--- src/rtl/mano_pkg.sv ---
// Shared definitions for the basic-computer memory master: widths, opcodes, FSM states.
package mano_pkg;

  localparam int unsigned MANO_DW = 8;
  localparam int unsigned MANO_AW = 4;

  localparam logic [2:0] OP_AND  = 3'b000;
  localparam logic [2:0] OP_ADD  = 3'b001;
  localparam logic [2:0] OP_LDA  = 3'b010;
  localparam logic [2:0] OP_STA  = 3'b011;
  localparam logic [2:0] OP_BUN  = 3'b100;
  localparam logic [2:0] OP_RREF = 3'b111;

  typedef enum logic [2:0] {
    StBoot,
    StFetch,
    StDecode,
    StIndir,
    StOpnd,
    StStore,
    StIssue
  } mm_state_t;

  // Where a memory-reference instruction goes once its effective address is known.
  function automatic mm_state_t mm_dispatch(input logic needs_opnd, input logic is_sta);
    if (needs_opnd) begin
      return StOpnd;
    end else if (is_sta) begin
      return StStore;
    end
    return StIssue;
  endfunction

endpackage

--- src/rtl/mano_ir_decode.sv ---
// Combinational classification of the instruction register.
module mano_ir_decode
  import mano_pkg::*;
(
  input  logic [MANO_DW-1:0] ir_i,
  output logic               is_rref_o,
  output logic               is_io_o,
  output logic               is_indirect_o,
  output logic               needs_opnd_o,
  output logic               is_sta_o,
  output logic               is_bun_o
);

  logic       ind;
  logic [2:0] op;

  assign ind = ir_i[7];
  assign op  = ir_i[6:4];

  assign is_rref_o     = (op == OP_RREF) && !ind;
  assign is_io_o       = (op == OP_RREF) && ind;
  // Opcode 111 uses the I bit as a class selector, not as an indirection flag.
  assign is_indirect_o = ind && (op != OP_RREF);
  assign needs_opnd_o  = (op == OP_AND) || (op == OP_ADD) || (op == OP_LDA);
  assign is_sta_o      = (op == OP_STA);
  assign is_bun_o      = (op == OP_BUN);

endmodule

--- src/rtl/mano_mem_master.sv ---
// CPU-side memory initiator: fetch, decode, indirect resolve, operand/store access, issue.
module mano_mem_master
  import mano_pkg::*;
(
  input  logic               CLK,
  input  logic               RST_N,
  output logic               read,
  output logic               write,
  output logic [MANO_AW-1:0] AR,
  output logic [MANO_DW-1:0] WDATA,
  input  logic [MANO_DW-1:0] RDATA,
  input  logic [MANO_DW-1:0] AC_IN,
  output logic               ISSUE_VALID,
  input  logic               ISSUE_READY,
  output logic               ISSUE_I,
  output logic [2:0]         ISSUE_OP,
  output logic [MANO_AW-1:0] ISSUE_ADDR,
  output logic [MANO_DW-1:0] ISSUE_OPND,
  output logic [MANO_AW-1:0] PC
);

  mm_state_t          state_q, state_d;
  logic [MANO_AW-1:0] pc_q, pc_d;
  logic [MANO_DW-1:0] ir_q, ir_d;
  logic [MANO_AW-1:0] ea_q, ea_d;
  logic [MANO_DW-1:0] opnd_q, opnd_d;

  logic is_rref, is_io, is_indirect, needs_opnd, is_sta, is_bun;

  mano_ir_decode u_decode (
    .ir_i          (ir_q),
    .is_rref_o     (is_rref),
    .is_io_o       (is_io),
    .is_indirect_o (is_indirect),
    .needs_opnd_o  (needs_opnd),
    .is_sta_o      (is_sta),
    .is_bun_o      (is_bun)
  );

  always_ff @(posedge CLK or negedge RST_N) begin
    if (!RST_N) begin
      state_q <= StBoot;
      pc_q    <= '0;
      ir_q    <= '0;
      ea_q    <= '0;
      opnd_q  <= '0;
    end else begin
      state_q <= state_d;
      pc_q    <= pc_d;
      ir_q    <= ir_d;
      ea_q    <= ea_d;
      opnd_q  <= opnd_d;
    end
  end

  always_comb begin
    state_d = state_q;
    pc_d    = pc_q;
    ir_d    = ir_q;
    ea_d    = ea_q;
    opnd_d  = opnd_q;
    unique case (state_q)
      StBoot: state_d = StFetch;
      StFetch: begin
        ir_d    = RDATA;
        pc_d    = pc_q + 4'd1;
        // Non-operand instructions must issue a zero operand.
        opnd_d  = '0;
        state_d = StDecode;
      end
      StDecode: begin
        if (is_rref || is_io) begin
          ea_d    = ir_q[3:0];
          state_d = StIssue;
        end else if (is_indirect) begin
          state_d = StIndir;
        end else begin
          ea_d    = ir_q[3:0];
          state_d = mm_dispatch(needs_opnd, is_sta);
          if (is_bun) begin
            pc_d = ir_q[3:0];
          end
        end
      end
      StIndir: begin
        ea_d    = RDATA[3:0];
        state_d = mm_dispatch(needs_opnd, is_sta);
        if (is_bun) begin
          pc_d = RDATA[3:0];
        end
      end
      StOpnd: begin
        opnd_d  = RDATA;
        state_d = StIssue;
      end
      StStore: state_d = StIssue;
      StIssue: begin
        if (ISSUE_READY) begin
          state_d = StFetch;
        end
      end
      default: state_d = StBoot;
    endcase
  end

  // Moore outputs: strobes and valid come only from the state register.
  always_comb begin
    read        = 1'b0;
    write       = 1'b0;
    AR          = pc_q;
    WDATA       = '0;
    ISSUE_VALID = 1'b0;
    ISSUE_I     = 1'b0;
    ISSUE_OP    = '0;
    ISSUE_ADDR  = '0;
    ISSUE_OPND  = '0;
    unique case (state_q)
      StFetch: read = 1'b1;
      StIndir: begin
        read = 1'b1;
        AR   = ir_q[3:0];
      end
      StOpnd: begin
        read = 1'b1;
        AR   = ea_q;
      end
      StStore: begin
        write = 1'b1;
        AR    = ea_q;
        WDATA = AC_IN;
      end
      StIssue: begin
        ISSUE_VALID = 1'b1;
        ISSUE_I     = ir_q[7];
        ISSUE_OP    = ir_q[6:4];
        ISSUE_ADDR  = ea_q;
        ISSUE_OPND  = opnd_q;
      end
      default: ;
    endcase
  end

  assign PC = pc_q;

endmodule

--- config.mk ---
export PLATFORM = sky130hd
export DESIGN_NAME = mano_mem_master
export DESIGN_NICKNAME = d
export VERILOG_FILES = /design/src/rtl/mano_pkg.sv /design/src/rtl/mano_ir_decode.sv /design/src/rtl/mano_mem_master.sv
export SDC_FILE = /design/constraint.sdc
export NUM_CORES = 1
export LEC_CHECK = 0
export ABC_CLOCK_PERIOD_IN_PS = 1550
export CAP_MARGIN = 20
export CORE_ASPECT_RATIO = 1.4
export CORE_MARGIN = 2
export CORE_UTILIZATION = 30
export CTS_CLUSTER_DIAMETER = 100
export DETAILED_ROUTE_END_ITERATION = 10
export SYNTH_ARGS = -nofsm -noshare
export SYNTH_HDL_FRONTEND = slang
export SYNTH_HIERARCHICAL = 1
export SYNTH_SLANG_ARGS = --single-unit
export TNS_END_PERCENT = 20
--- constraint.sdc ---
create_clock -name CLK -period 1.55 [get_ports CLK]
set_input_delay 0.31 -clock CLK [delete_from_list [all_inputs] [get_ports CLK]]
set_output_delay 0.31 -clock CLK [all_outputs]
set_load 0.005 [all_outputs]
# Word-level counts from Yosys, hierarchy flattened
# Index checks and enable logic that the tools add are counted.
[totals] ff_bits=27 inputBits=19 out_inout_bits=35 wordCells=72
[op_classes] n_addsub=1 n_eq_ne=18 muxes=32 reduce_logical=16
[ops] op="$mux 4" count=7
[ops] op="$mux 3" count=8
[ops] op="$pmux 3 s6" count=1
[ops] op="$mux 8" count=2
[ops] op="$pmux 4 s2" count=2
[ops] op="$pmux 8 s2" count=1
[ops] op="$eq 3x3->1 const B" count=5
[ops] op="$eq 3x2->1 const B" count=4
[ops] op="$pmux 4 s3" count=1
[ops] op="$mux 1" count=10
[ops] op="$ne 2x2->1 const B" count=5
[ops] op="$eq 3x1->1 const B" count=2
[ops] op="$logic_not 3->1" count=2
[ops] op="$ne 3x3->1 const B" count=2
[ops] op="$reduce_and 5->1" count=1
[ops] op="$add 4x1->4 const B" count=1
[ops] op="$reduce_bool 2->1" count=2
[ops] op="$logic_and 1x1->1" count=3
[ops] op="$logic_or 1x1->1" count=3
[ops] op="$reduce_bool 3->1" count=1
[ops] op="$reduce_or 3->1" count=1
[ops] op="$reduce_and 2->1" count=1
[ops] op="$reduce_or 2->1" count=1
[ops] op="$logic_not 1->1" count=1

# Depth between registers and ports, before layout
[depth] word_depth=11 mapped_depth=6 ltp_nobuf=6

# Hierarchy
# The synthesis kept the hierarchy.
[modules_own_cells] mod="mano_mem_master" n_inst=1 cells_per_inst=196 area_per_inst_um2=1762.9 seq_area_each_um2=675.6
[modules_own_cells] mod="mano_ir_decode" n_inst=1 cells_per_inst=9 area_per_inst_um2=47.5 seq_area_each_um2=0.0

# Least setup slack after synthesis
# Ideal clock, no wire load.
[synth_path] path_type="reg-to-reg" from="register ir_q[5]" to="register pc_q[0] (netlist: PC[0])" setup_ns=0.125 arrival_ns=1.429 path_slack_ns=-0.004 stages_incl_launch_ff=7 path_buffers=0 cell_sequence="dfrtp_1 > nand3_2 > nor2_1 > nor3b_2 > o21bai_1 > a21oi_4 > mux2_4"
[synth_between] elab_chain_cells=5 elab_cells_between_ends=12 classes_between="7 x eq/ne; 5 x reduce/logical"
[synth_rtl] element="from (decl)" line_no="mano_mem_master.sv:24" rtl="logic [MANO_DW-1:0] ir_q, ir_d;"
[synth_rtl] element="from (signal assigned)" line_no="mano_mem_master.sv:50" rtl="ir_q <= ir_d;"
[synth_rtl] element="$eq 3x3->1" line_no="mano_ir_decode.sv:21" rtl="assign is_io_o = (op == OP_RREF) && ind;"
[synth_rtl] element="$logic_and 1x1->1" line_no="mano_ir_decode.sv:21"
[synth_rtl] element="via is_io" line_no="mano_mem_master.sv:28" rtl="logic is_rref, is_io, is_indirect, needs_opnd, is_sta, is_bun;"
[synth_rtl] element="$logic_or 1x1->1" line_no="mano_mem_master.sv:72" rtl="if (is_rref || is_io) begin"
[synth_rtl] element="$ne 2x2->1 (no source line)"
[synth_rtl] element="$reduce_and 5->1 (no source line)"
[synth_rtl] element="to (signal assigned)" line_no="mano_mem_master.sv:49" rtl="pc_q <= pc_d;"
[synth_rtl] element="to (decl)" line_no="mano_mem_master.sv:23" rtl="logic [MANO_AW-1:0] pc_q, pc_d;"
# The timed path passes the listed nets, and every way through them passes these cells.
# A chain may end at the register's enable or synchronous reset.

# Worst setup path after layout
[layout_path] from="register state_q[2]" to="output port AR[0]"
[layout_between] elab_chain_cells=3 elab_cells_between_ends=5 classes_between="3 x eq/ne; 1 x mux; 1 x reduce/logical"
[layout_rtl] element="from (decl)" line_no="mano_mem_master.sv:22" rtl="mm_state_t state_q, state_d;"
[layout_rtl] element="from (signal assigned)" line_no="mano_mem_master.sv:42" rtl="state_q <= StBoot;"
[layout_rtl] element="from (signal assigned)" line_no="mano_mem_master.sv:48" rtl="state_q <= state_d;"
[layout_rtl] element="$eq 3x3->1" line_no="mano_mem_master.sv:117" rtl="unique case (state_q)"
[layout_rtl] element="$reduce_or 2->1 (no source line)"
[layout_rtl] element="$pmux 4 s2 *" line_no="mano_mem_master.sv:117"
[layout_rtl] element="to (decl)" line_no="mano_mem_master.sv:9" rtl="output logic [MANO_AW-1:0] AR,"
# Mark *: on every way between the ends. The rest lies on a longest branch, timed or not.

==> out/results.txt <==
outcome: complete, but fails checks
failing checks: negative setup slack
largest net degree at the start of global routing: 28
die width: 69.7 um
Core Box Area: 5860 sq um
fmax: 550 MHz
CP required: 1240 ps
hpwl dp: 3840 um
crit end category: output pin
routed len/inst: 14.0 um
post-synthesis sequential area ratio: 37.3%
global route total overflow: 0
CTS hold repair buffers: 0
Post-Syn Instances: 205
Post-DP Area: 2670 sq um
Syn-to-layout area delta: 60.6%
final core occ: 49.6%
fraction of layout cells with a size suffix above 1: 42.9%
num ports: 54
first-pass GRT wire length: 8530 um
DIE HEIGHT: 95.9 um
Mapped Area: 1810 sq um
Finished Layout Cells: 373
Worst Path Max Fanout: 6
clk root buf: clkbuf_8
post-layout min period: 1820 ps
final setup skew: 7.41 ps
unrepaired setup endpoints after global routing: yes
worst skew pair latency: 280 ps
Post-synth ARST share: 100%
period utilization: 117%
startpoint types: flip-flop
All-Layer GR Usage: 15.8%
setup slack after layout: -267 ps
#FFs+latches synth: 27
initial antenna violation count: 0
final hold viol count: 0
Routed WL: 5230 um
P_leak: 1.40 nW
Sum Neg Setup Slack: -5170 ps
CTS H-Tree Depth: 1
clock-pin slew on the worst setup and hold paths: 100 ps
Pwr per Cell Area: 2120 nW/um^2
Iter 0 DRT Violations: 68
WHS: 400 ps
commonest non-fill, non-tap cell in the layout: buf_4
Synth cell types: 40
CTS tree: built
Final GP Congestion: 0.786
Worst slew margin: 75.7%
Cells after DPL: 354
NumNets Final: 324
Max Root-Sink Buffers: 2
Initial Utilization: 30.9%
TritonCTS Buffers: 3
Max Transition Viols Final: 0
Finish-stage setup viols: 48
vias per inst: 4.96
standard-cell rows: 33
syn nets: 225
DRC: 0
n_diodes: 0
design area: 2910 sq um
vias in the first global route: 1806
crit path DAT: 1510 ps
Hold WC Path Type: input port to asynchronous set/reset pin
drt pass-1 iters: 4
routed via count: 1849
Post-synth EDFFs: 0
peak supply drop: 0.000787 V
Synthesis Warnings: 6
dominant synthesized flop cell: dfrtp_1
maxcap violations: 0
kind of critical path: flip-flop to output pin
Die ar.: 6680 sq um
final antenna-violating net count: 0
clk sink count: 27
PortBufs: 53
Syn Area/Cell: 8.83 sq um
most frequent cells in the layout: buf_4, buf_6, dfrtp_1
worst slew pin tran: 364 ps
==> synth_stat cells (2+ instances only) <==
master	number	area, sq um
inv_1	5	18.8
mux2i_1	5	50.1
a31oi_1	4	25.0
and3_1	8	50.1
buf_2	6	30.0
clkbuf_1	3	11.3
nand3_1	4	20.0
and2b_1	4	30.0
o22ai_1	2	12.5
nor2_1	8	30.0
buf_4	3	22.5
nor3_1	2	10.0
dfrtp_1	27	676
and2_1	18	113
nand2b_4	3	41.3
o21ai_1	4	20.0
a21oi_1	15	75.1
nor2b_1	12	75.1
o21ai_0	12	60.1
mux2_2	8	90.1
mux2_4	2	30.0
nand2_1	26	97.6
nand3b_1	2	15.0
a211oi_1	6	45.0
==> cell families (layout without fill, tap and decap cells) <==
group	count (synthesis)	after routing	share of synthesized area (%)
and+or+nand+nor	94	94	30.5
AOI/OAI and AO/OA	50	50	17.0
DFF	27	27	37.3
buffers and inverters	17	115	4.56
muxes	15	15	9.40
adders and majority gates	1	1	0.691
xor gates and xnor gates	1	1	0.484
==> stage by stage <==
stage	setup WS [ps]	power (mW)
after floorplan	26.3	3.44
final	-267	6.15
after global routing	-323	6.69
after CTS	-288	5.88
after global placement	-286	5.17
after detailed placement	-316	5.22
==> timing repair <==
| item | CTS | global route |
|---|---|---|
| endpoints found under the setup margin | 47 | 49 |
| pin swaps | 18 | 5 |
| cloned | 1 | 0 |
| buffers inserted | 12 | 4 |
| gates resized for setup | 155 | 30 |
==> final cells by class <==
class | count | area [sq um]
Tap cell | 70 | 87.6
Inverter | 5 | 18.8
Clock buffer | 4 | 45.0
Multi-Input combinational cell | 161 | 1160
Sequential cell | 27 | 678
Fill cell | 562 | 2960
Timing Repair Buffer | 106 | 922
==> worst paths after layout <==
path,start,to,slack (ps),cells after the start
max reg2reg,state_q[2],PC[2],-120,8
min reg2reg,opnd_q[4],opnd_q[4],510,2
min,RST_N,opnd_q[4],400,2
max,state_q[2],AR[0],-270,6
min in group CLK,opnd_q[4],opnd_q[4],510,2
max in group asynchronous,RST_N,state_q[2],850,2
==> sequential cells by signal, indices dropped and copies added, names as in the netlist <==
register and flops:
PC 4, ea_q 4, ir_q 8, opnd_q 8, state_q 3
==> per-layer routing <==
| metal | track usage [%] | part of all wire [%] | vias up | routed length, um |
|---|---|---|---|---|
| li1 | - | - | 904 | - |
| met1 | 19.9 | 41 | 877 | 2140 |
| met2 | 28.5 | 53 | 62 | 2750 |
| met3 | 1.47 | 4.8 | 6 | 249 |
| met4 | 5.77 | 1.7 | 0 | 89 |
| met5 | 0 | 0 | - | 0 |
==> worst max-delay path: stages (launching register included) <==
cell,delay (ps)
dfrtp_2,470
buf_6,140
nor2b_4,100
buf_6,120
nand2_2,50
a31oi_1,200
buf_2,150
==> where the power goes <==
| group | internal [mW] | switching, mW |
|---|---|---|
| clock network | 0.185 | 0.224 |
| registers | 1.08 | 0.315 |
| logic | 2.43 | 1.92 |
(Power assumes the default switching activity.)
